<file path="config.mk">
export PLATFORM = sky130hd
export DESIGN_NAME = clb_config_loader
export DESIGN_NICKNAME = d
export VERILOG_FILES = /design/src/rtl/clb_cfg_pkg.sv /design/src/rtl/clb_cfg_shifter.sv /design/src/rtl/clb_config_loader.sv
export SDC_FILE = /design/constraint.sdc
export NUM_CORES = 1
export LEC_CHECK = 0
export BUFFER_PORTS_ARGS = -buffer_cell sky130_fd_sc_hd__buf_2
export CORE_UTILIZATION = 50
export CTS_CLUSTER_SIZE = 14
export DETAILED_ROUTE_END_ITERATION = 8
export GPL_TIMING_DRIVEN = 1
export PLACE_DENSITY = 0.75
export SLEW_MARGIN = 0
export SYNTH_ARGS = -nofsm -noshare
export SYNTH_HDL_FRONTEND = slang
export SYNTH_SLANG_ARGS = --single-unit
</file>
<file path="constraint.sdc">
create_clock -name K -period 11.4 [get_ports K]
set_input_delay 0.57 -clock K [delete_from_list [all_inputs] [get_ports K]]
set_output_delay 0.57 -clock K [all_outputs]
set_load 0.005 [all_outputs]
</file>
<file path="src/rtl/clb_cfg_pkg.sv">
// -----------------------------------------------------------------------------
// clb_cfg_pkg
// Shared definitions for the CLB configuration path. The loader and the CLB
// tile both use the field offsets below. Contents:
//   cfg_state_t        loader FSM states
//   CFG_W              bits per CLB configuration frame (without parity)
//   *_LSB              bit offset of every field inside a frame
//   RESET_FRAME        tile configuration applied while reset is active
//   SYNC_WORD_DEFAULT  default preamble byte
// -----------------------------------------------------------------------------
package clb_cfg_pkg;

  typedef enum logic [2:0] {
    ST_IDLE,
    ST_HUNT,
    ST_LEN,
    ST_FRAME,
    ST_DONE,
    ST_ERROR
  } cfg_state_t;

  localparam int CFG_W = 37;

  localparam logic [7:0] SYNC_WORD_DEFAULT = 8'hB7;

  // Frame layout, MSB first on the wire.
  localparam int MEM_LSB          = 21;  // [36:21] LUT contents
  localparam int MEM_W            = 16;
  localparam int COMBOPTION_LSB   = 19;  // [20:19]
  localparam int MUX2_SELECT_LSB  = 17;  // [18:17]
  localparam int MUX3_SELECT_LSB  = 15;  // [16:15]
  localparam int MUX4_SELECT_LSB  = 13;  // [14:13]
  localparam int MUX5_SELECT_LSB  = 11;  // [12:11]
  localparam int MUX6_SELECT_LSB  = 9;   // [10:9]
  localparam int SELECT_W         = 2;
  localparam int O2M1_0_LSB       = 8;
  localparam int O2M2_0_LSB       = 7;
  localparam int O2M3_0_LSB       = 6;
  localparam int O2M1_1_LSB       = 5;
  localparam int O2M2_1_LSB       = 4;
  localparam int O2M3_1_LSB       = 3;
  localparam int DQMUX1_LSB       = 2;
  localparam int DQMUX2_LSB       = 1;
  localparam int FLOPORLATCH_LSB  = 0;

  // Built field by field so the value stays tied to the layout above.
  // Evaluates to 37'h00_22C5_4038.
  localparam logic [CFG_W-1:0] RESET_FRAME =
      (CFG_W'(MEM_W'(16'h0116))     << MEM_LSB)         |
      (CFG_W'(SELECT_W'(2'b00))     << COMBOPTION_LSB)  |
      (CFG_W'(SELECT_W'(2'b10))     << MUX2_SELECT_LSB) |
      (CFG_W'(SELECT_W'(2'b10))     << MUX3_SELECT_LSB) |
      (CFG_W'(SELECT_W'(2'b10))     << MUX4_SELECT_LSB) |
      (CFG_W'(SELECT_W'(2'b00))     << MUX5_SELECT_LSB) |
      (CFG_W'(SELECT_W'(2'b00))     << MUX6_SELECT_LSB) |
      (CFG_W'(1'b0)                 << O2M1_0_LSB)      |
      (CFG_W'(1'b0)                 << O2M2_0_LSB)      |
      (CFG_W'(1'b0)                 << O2M3_0_LSB)      |
      (CFG_W'(1'b1)                 << O2M1_1_LSB)      |
      (CFG_W'(1'b1)                 << O2M2_1_LSB)      |
      (CFG_W'(1'b1)                 << O2M3_1_LSB)      |
      (CFG_W'(1'b0)                 << DQMUX1_LSB)      |
      (CFG_W'(1'b0)                 << DQMUX2_LSB)      |
      (CFG_W'(1'b0)                 << FLOPORLATCH_LSB);

endpackage

</file>
<file path="src/rtl/clb_cfg_shifter.sv">
// -----------------------------------------------------------------------------
// clb_cfg_shifter
// MSB-first serial-to-parallel shift register with a bit counter.
// Ports:
//   clk      clock
//   rst      asynchronous active-high reset
//   clear    empties the register and zeroes the counter (wins over shift)
//   shift    shift din in and advance the counter
//   din      serial input bit
//   shifted  register contents including the bit currently on din, i.e. the
//            value the register takes if this edge shifts
//   at_last  counter shows W-1 bits collected, so a shift now completes W bits
// -----------------------------------------------------------------------------
module clb_cfg_shifter #(
  parameter int W = 8
) (
  input  logic         clk,
  input  logic         rst,
  input  logic         clear,
  input  logic         shift,
  input  logic         din,
  output logic [W-1:0] shifted,
  output logic         at_last
);

  localparam int CW = $clog2(W + 1);

  logic [W-1:0]  data;
  logic [CW-1:0] count;

  assign shifted = {data[W-2:0], din};
  assign at_last = (count == CW'(W - 1));

  // The counter is free running while shifting; the owner clears it at the
  // points where a new field starts, so wrapping in the sync hunt is harmless.
  always_ff @(posedge clk or posedge rst) begin
    if (rst) begin
      data  <= '0;
      count <= '0;
    end else if (clear) begin
      data  <= '0;
      count <= '0;
    end else if (shift) begin
      data  <= shifted;
      count <= count + CW'(1);
    end
  end

endmodule

</file>
<file path="src/rtl/clb_config_loader.sv">
// -----------------------------------------------------------------------------
// clb_config_loader
// Serial configuration controller for an array of CLB tiles. Hunts for a sync
// byte, checks the frame count byte, then shifts one frame per CLB into the
// register bank that drives the tiles.
//
// Optional feature macro: CLB_CFG_PARITY_EN
//   defined   - every frame carries a trailing even-parity bit; a bad frame is
//               dropped and the loader stops in ERROR
//   undefined - frames are CFG_W bits with no parity logic
//
// Ports:
//   K         clock, everything changes on posedge K
//   RST       asynchronous active-high reset
//   START     one-cycle pulse, begins or restarts a load from any state
//   DIN       serial configuration data, MSB first
//   DVALID    DIN is sampled only on edges where DVALID=1
//   CFG_DATA  flattened frame bank, slot i at [i*CFG_W +: CFG_W]
//   CFG_DONE  every frame loaded and accepted
//   CFG_ERR   length mismatch or parity failure
//   BUSY      loader is in HUNT, LEN or FRAME
// -----------------------------------------------------------------------------
module clb_config_loader
  import clb_cfg_pkg::*;
#(
  parameter int         NUM_CLB   = 4,
  parameter logic [7:0] SYNC_WORD = SYNC_WORD_DEFAULT
) (
  input  logic                     K,
  input  logic                     RST,
  input  logic                     START,
  input  logic                     DIN,
  input  logic                     DVALID,
  output logic [NUM_CLB*CFG_W-1:0] CFG_DATA,
  output logic                     CFG_DONE,
  output logic                     CFG_ERR,
  output logic                     BUSY
);

`ifdef CLB_CFG_PARITY_EN
  localparam int FRAME_BITS = CFG_W + 1;
`else
  localparam int FRAME_BITS = CFG_W;
`endif

  localparam int              IW        = (NUM_CLB > 1) ? $clog2(NUM_CLB) : 1;
  localparam logic [IW-1:0]   LAST_IDX  = IW'(NUM_CLB - 1);
  localparam logic [7:0]      LEN_VALUE = 8'(NUM_CLB);

  cfg_state_t state_q, state_d;

  logic                  win_clear, win_shift, win_last;
  logic [7:0]            win_shifted;
  logic                  frm_clear, frm_shift, frm_last;
  logic [FRAME_BITS-1:0] frm_shifted;
  logic [CFG_W-1:0]      frame_word;
  logic                  frame_ok;

  logic [IW-1:0]         frame_idx;
  logic                  idx_clear, idx_inc;
  logic                  commit;
  logic                  flags_clear, done_set, err_set;

  logic [CFG_W-1:0]      bank [NUM_CLB];

  // One 8-bit shifter serves as the sync window in HUNT and as the length
  // collector in LEN; the second one assembles frames.
  clb_cfg_shifter #(.W(8)) u_win (
    .clk     (K),
    .rst     (RST),
    .clear   (win_clear),
    .shift   (win_shift),
    .din     (DIN),
    .shifted (win_shifted),
    .at_last (win_last)
  );

  clb_cfg_shifter #(.W(FRAME_BITS)) u_frm (
    .clk     (K),
    .rst     (RST),
    .clear   (frm_clear),
    .shift   (frm_shift),
    .din     (DIN),
    .shifted (frm_shifted),
    .at_last (frm_last)
  );

  // Payload and acceptance of the frame completing on this edge. Even parity
  // means the frame including its parity bit has an even number of ones.
`ifdef CLB_CFG_PARITY_EN
  assign frame_word = frm_shifted[FRAME_BITS-1:1];
  assign frame_ok   = ~(^frm_shifted);
`else
  assign frame_word = frm_shifted;
  assign frame_ok   = 1'b1;
`endif

  always_ff @(posedge K or posedge RST) begin
    if (RST) begin
      state_q <= ST_IDLE;
    end else begin
      state_q <= state_d;
    end
  end

  // Next state and datapath controls. START overrides everything, including a
  // valid bit on the same edge, which is therefore dropped. Without DVALID
  // nothing shifts or advances.
  always_comb begin
    state_d     = state_q;
    win_clear   = 1'b0;
    win_shift   = 1'b0;
    frm_clear   = 1'b0;
    frm_shift   = 1'b0;
    commit      = 1'b0;
    idx_clear   = 1'b0;
    idx_inc     = 1'b0;
    flags_clear = 1'b0;
    done_set    = 1'b0;
    err_set     = 1'b0;

    if (START) begin
      state_d     = ST_HUNT;
      win_clear   = 1'b1;
      frm_clear   = 1'b1;
      idx_clear   = 1'b1;
      flags_clear = 1'b1;
    end else if (DVALID) begin
      case (state_q)
        ST_HUNT: begin
          win_shift = 1'b1;
          // Sliding window, so a sync word overlapping discarded bits is
          // still found.
          if (win_shifted == SYNC_WORD) begin
            state_d   = ST_LEN;
            win_clear = 1'b1;
          end
        end
        ST_LEN: begin
          win_shift = 1'b1;
          if (win_last) begin
            win_clear = 1'b1;
            if (win_shifted == LEN_VALUE) begin
              state_d = ST_FRAME;
            end else begin
              state_d = ST_ERROR;
              err_set = 1'b1;
            end
          end
        end
        ST_FRAME: begin
          frm_shift = 1'b1;
          if (frm_last) begin
            frm_clear = 1'b1;
            if (!frame_ok) begin
              state_d = ST_ERROR;
              err_set = 1'b1;
            end else begin
              commit = 1'b1;
              if (frame_idx == LAST_IDX) begin
                state_d  = ST_DONE;
                done_set = 1'b1;
              end else begin
                idx_inc = 1'b1;
              end
            end
          end
        end
        default: begin
          state_d = state_q;
        end
      endcase
    end
  end

  // Slot pointer; it stops at the last slot because the FSM leaves FRAME there.
  always_ff @(posedge K or posedge RST) begin
    if (RST) begin
      frame_idx <= '0;
    end else if (idx_clear) begin
      frame_idx <= '0;
    end else if (idx_inc) begin
      frame_idx <= frame_idx + IW'(1);
    end
  end

  // Status flags are registered so they rise on the same edge as the state.
  always_ff @(posedge K or posedge RST) begin
    if (RST) begin
      CFG_DONE <= 1'b0;
      CFG_ERR  <= 1'b0;
    end else if (flags_clear) begin
      CFG_DONE <= 1'b0;
      CFG_ERR  <= 1'b0;
    end else begin
      if (done_set) begin
        CFG_DONE <= 1'b1;
      end
      if (err_set) begin
        CFG_ERR <= 1'b1;
      end
    end
  end

  // Frame bank. Reset restores every tile to its default configuration;
  // START leaves the old contents in place until new frames overwrite them.
  always_ff @(posedge K or posedge RST) begin
    if (RST) begin
      for (int i = 0; i < NUM_CLB; i++) begin
        bank[i] <= RESET_FRAME;
      end
    end else if (commit) begin
      bank[frame_idx] <= frame_word;
    end
  end

  for (genvar g = 0; g < NUM_CLB; g++) begin : g_slot
    assign CFG_DATA[g*CFG_W +: CFG_W] = bank[g];
  end

  assign BUSY = (state_q == ST_HUNT) || (state_q == ST_LEN) || (state_q == ST_FRAME);

endmodule
</file>
==> key figures <==
Pwr
  • Seq pwr share: 52.5%
  • Pint: 1.13 mW
  • Sw Share: 20.2%
  • Share of power burned in the clock network: 45.8%
  • PwrDens: 146 nW/um2
  • Max VDD drop: 0.108 mV
  • Leak pwr: 5.17 nW
  • Net Switching: 0.285 mW
  • Combinational share of power: 1.7%

Synthesis
  • Synth area leaders: dfrtp_1 52%, mux2_2 20%, dfstp_2 13%
  • Post-Syn Instances: 528
  • Syn_area_per_cell: 15.4 um2
  • YS warnings: 0
  • Post-Syn Area: 8140 um2
  • Seq/Total Area, Yosys: 64.6%
  • Top-area cell type share of the netlist area: 51.7%
  • Synthesized flop and latch total: 208
  • Area leader, netlist: dfrtp_1
  • Syn nets: 540
  • Post-synth cell types: 42

Placed design
  • Placed wire-length estimate: 10100 um
  • Placed inst area: 9010 um2
  • GPL Wtd Cong: 0.787
  • Placed insts: 874
  • IO Port Bufs: 155

Final layout
  • Final Cell Area: 9660 um2
  • Most frequent cells in the layout: 168 x dfrtp_1, 155 x buf_2, 148 x mux2_2
  • Final #Nets: 693
  • Non-Filler Instances: 911
  • P&R area growth vs syn: 18.7%
  • Commonest non-fill, non-tap cell in the layout: dfrtp_1
  • Ant. Diodes: 0
  • Fraction of layout instances using a drive strength above 1: 55.0%

Timing
  • RSZ-0062 raised after global routing: no
  • Slew Viols, Final: 0
  • Worst Max-Slew Pin Slew: 1.08 ns
  • Slew Limit Headroom: 27.8%
  • Final hold slack: 0.230 ns
  • Fin crit share: 22.9%
  • Hold Fails Final Rpt: 0
  • Peak Freq: 383 MHz
  • Worst Skew: 0.0178 ns
  • TNS Setup: 0 ns
  • Min cycle time layout: 2.61 ns
  • Endpoints failing setup: 0

Die
  • Full die area: 16800 um2
  • Initial core utilization: 51.2%
  • Core Region: 15900 um2
  • Num rows: 46
  • Height of the die: 130 um
  • Die Wd: 130 um
  • I/O pin total: 156

Clock network
  • Clk sinks: 208
  • Root buf cell: clkbuf_16
  • CTS tree: yes
  • Max H-tree Level: 1
  • Post-CTS sizing: 0
  • Clock Path Buffers: 3
  • Post-CTS Setup Bufs: 0
  • Skew-Pair Late Insertion Delay: 0.48 ns
  • CTS Buf Count: 21
  • Clock slew at reported path FFs: 0.06 ns
  • CTS hold repair buffers: 0

Critical path
  • Critical path's largest stage delay: 0.70 ns
  • CP Cell Sequence: inv_1 -> ha_1 -> nand4bb_1 -> nor4_4 -> nand2_2 -> mux2_2
  • Worst path top cell family by delay: simple AND/OR/NAND/NOR gates
  • Crit path launch type: flop
  • Critical Path AT: 2.96 ns
  • Critical path type: flop to flop
  • CP max-delay cell: nand2_2
  • Worst EP required: 11.75 ns
  • CP endpoint kind: flop
  • CP Max Fanout: 37
  • Critical path buffers and inverters: 1

Global routing
  • First-pass GRT wire length: 26100 um
  • Overflow after GRT: 0
  • Largest net degree at the start of global routing: 124
  • Vias in the first global route: 4956
  • Total GRT Usage: 19.8%
  • Antenna violations before repair: 0

Min path
  • Hold Path Class: primary input to async pin

Drt
  • Vias: 4909
  • DR iter-0 viols: 249
  • DR vias/cell: 5.39
  • Routed wire length: 16300 um
  • Wirelength per Cell: 17.9 um
  • DRC Markers: 0
  • Initial DRT Pass Iterations: 5
  • Final ANT Viol Nets: 0

Outcome
  • Status: complete, no violations

Job
  • Max-cap viol count: 0
power by group through the flow:
| stage | combinational [mW] | sequential [mW] | clock (mW) |
|---|---|---|---|
| final | 0.0237 | 0.741 | 0.647 |
| after global routing | 0.0281 | 0.741 | 0.698 |
| after floorplan | 0.0171 | 0.754 | 0 |
| after global placement | 0.0237 | 0.754 | 0 |
| after detailed placement | 0.0246 | 0.754 | 0 |
| after CTS | 0.0248 | 0.741 | 0.665 |
registers in the layout, summed over array words and instances (netlist names):
register / flops
u_frm.data: 36
state_q: 3
frame_idx: 2
u_win.count: 4
u_win.data: 7
CFG_ERR: 1
u_frm.count: 6
CFG_DONE: 1
CFG_DATA: 148
cell families (layout without fill, tap and decap cells):
group / after synthesis / in the layout / share of synthesized area, %
buffers and inverters: 37 / 204 / 2.88
muxes: 150 / 150 / 20.8
and+or+nand+nor: 59 / 59 / 4.11
DFF: 208 / 208 / 64.6
adders and majority gates: 7 / 7 / 1.08
AOI/OAI and AO/OA: 59 / 59 / 5.69
xor gates and xnor gates: 8 / 8 / 0.861
cell usage after synthesis:
cell type,number
xnor2_1,2
or3b_2,1
o21ai_0,4
buf_6,12
nor2b_1,1
nand2_1,13
and4b_1,1
a211o_1,2
o2111a_1,1
a2bb2oi_1,1
a21oi_1,10
o41ai_1,1
dfrtp_1,168
nor4_1,2
or4_1,1
a21o_1,1
nor4bb_1,1
nand4bb_1,1
nor2_1,11
a22o_1,37
a31oi_1,1
mux2i_1,1
nand3_1,12
mux2_4,1
clkbuf_1,10
dfstp_2,40
ha_1,7
mux2_2,148
clkbuf_2,1
nor3_1,1
o2111ai_1,1
buf_2,3
nand2b_1,2
nor4_4,1
nand4_1,2
nand4b_2,1
or3_1,2
xor2_1,6
nand2_2,3
and3_1,2
nand3b_1,1
inv_1,11
layer usage:
metal / global-route usage, % / vias up / wire [um]
li1: - / 2198 / -
met1: 26.8 / 2545 / 7320
met2: 33.0 / 146 / 7880
met3: 3.80 / 20 / 885
met4: 5.06 / 0 / 210
met5: 0 / - / 0
path summary, 6_finish.rpt:
check | startpoint | to | slack, ns | cells after the start
setup / recovery | u_frm.count[0] | CFG_DATA[65] | 8.79 | 6
min in group K | DIN | u_win.data[0] | 0.42 | 3
hold reg to reg | CFG_DATA[68] | CFG_DATA[68] | 0.50 | 1
max in group asynchronous | RST | u_win.data[0] | 9.51 | 3
hold / removal | RST | CFG_DATA[93] | 0.23 | 2
setup reg to reg | u_frm.count[0] | CFG_DATA[65] | 8.79 | 6
through the flow:
step | util, % | power [mW] | worst slack, ns
6_report | 60.8 | 1.41 | 8.79
3_5_place_dp | 56.8 | 0.779 | 8.69
2_1_floorplan | - | 0.771 | 5.22
4_1_cts | 60.8 | 1.43 | 8.75
3_3_place_gp | 56.8 | 0.778 | 8.79
5_1_grt | 60.8 | 1.47 | 8.60
layout make-up:
type                       count  area [um2]
clock buffer                  34         604
multi-input combinational    283        2660
inverter                      11        48.8
clock inverter                 3        40.0
timing repair buffer         156         783
sequential                   208        5260
tap                          216         270
fill                        1262        6230
No activity file was read; power rests on OpenSTA's default activity.
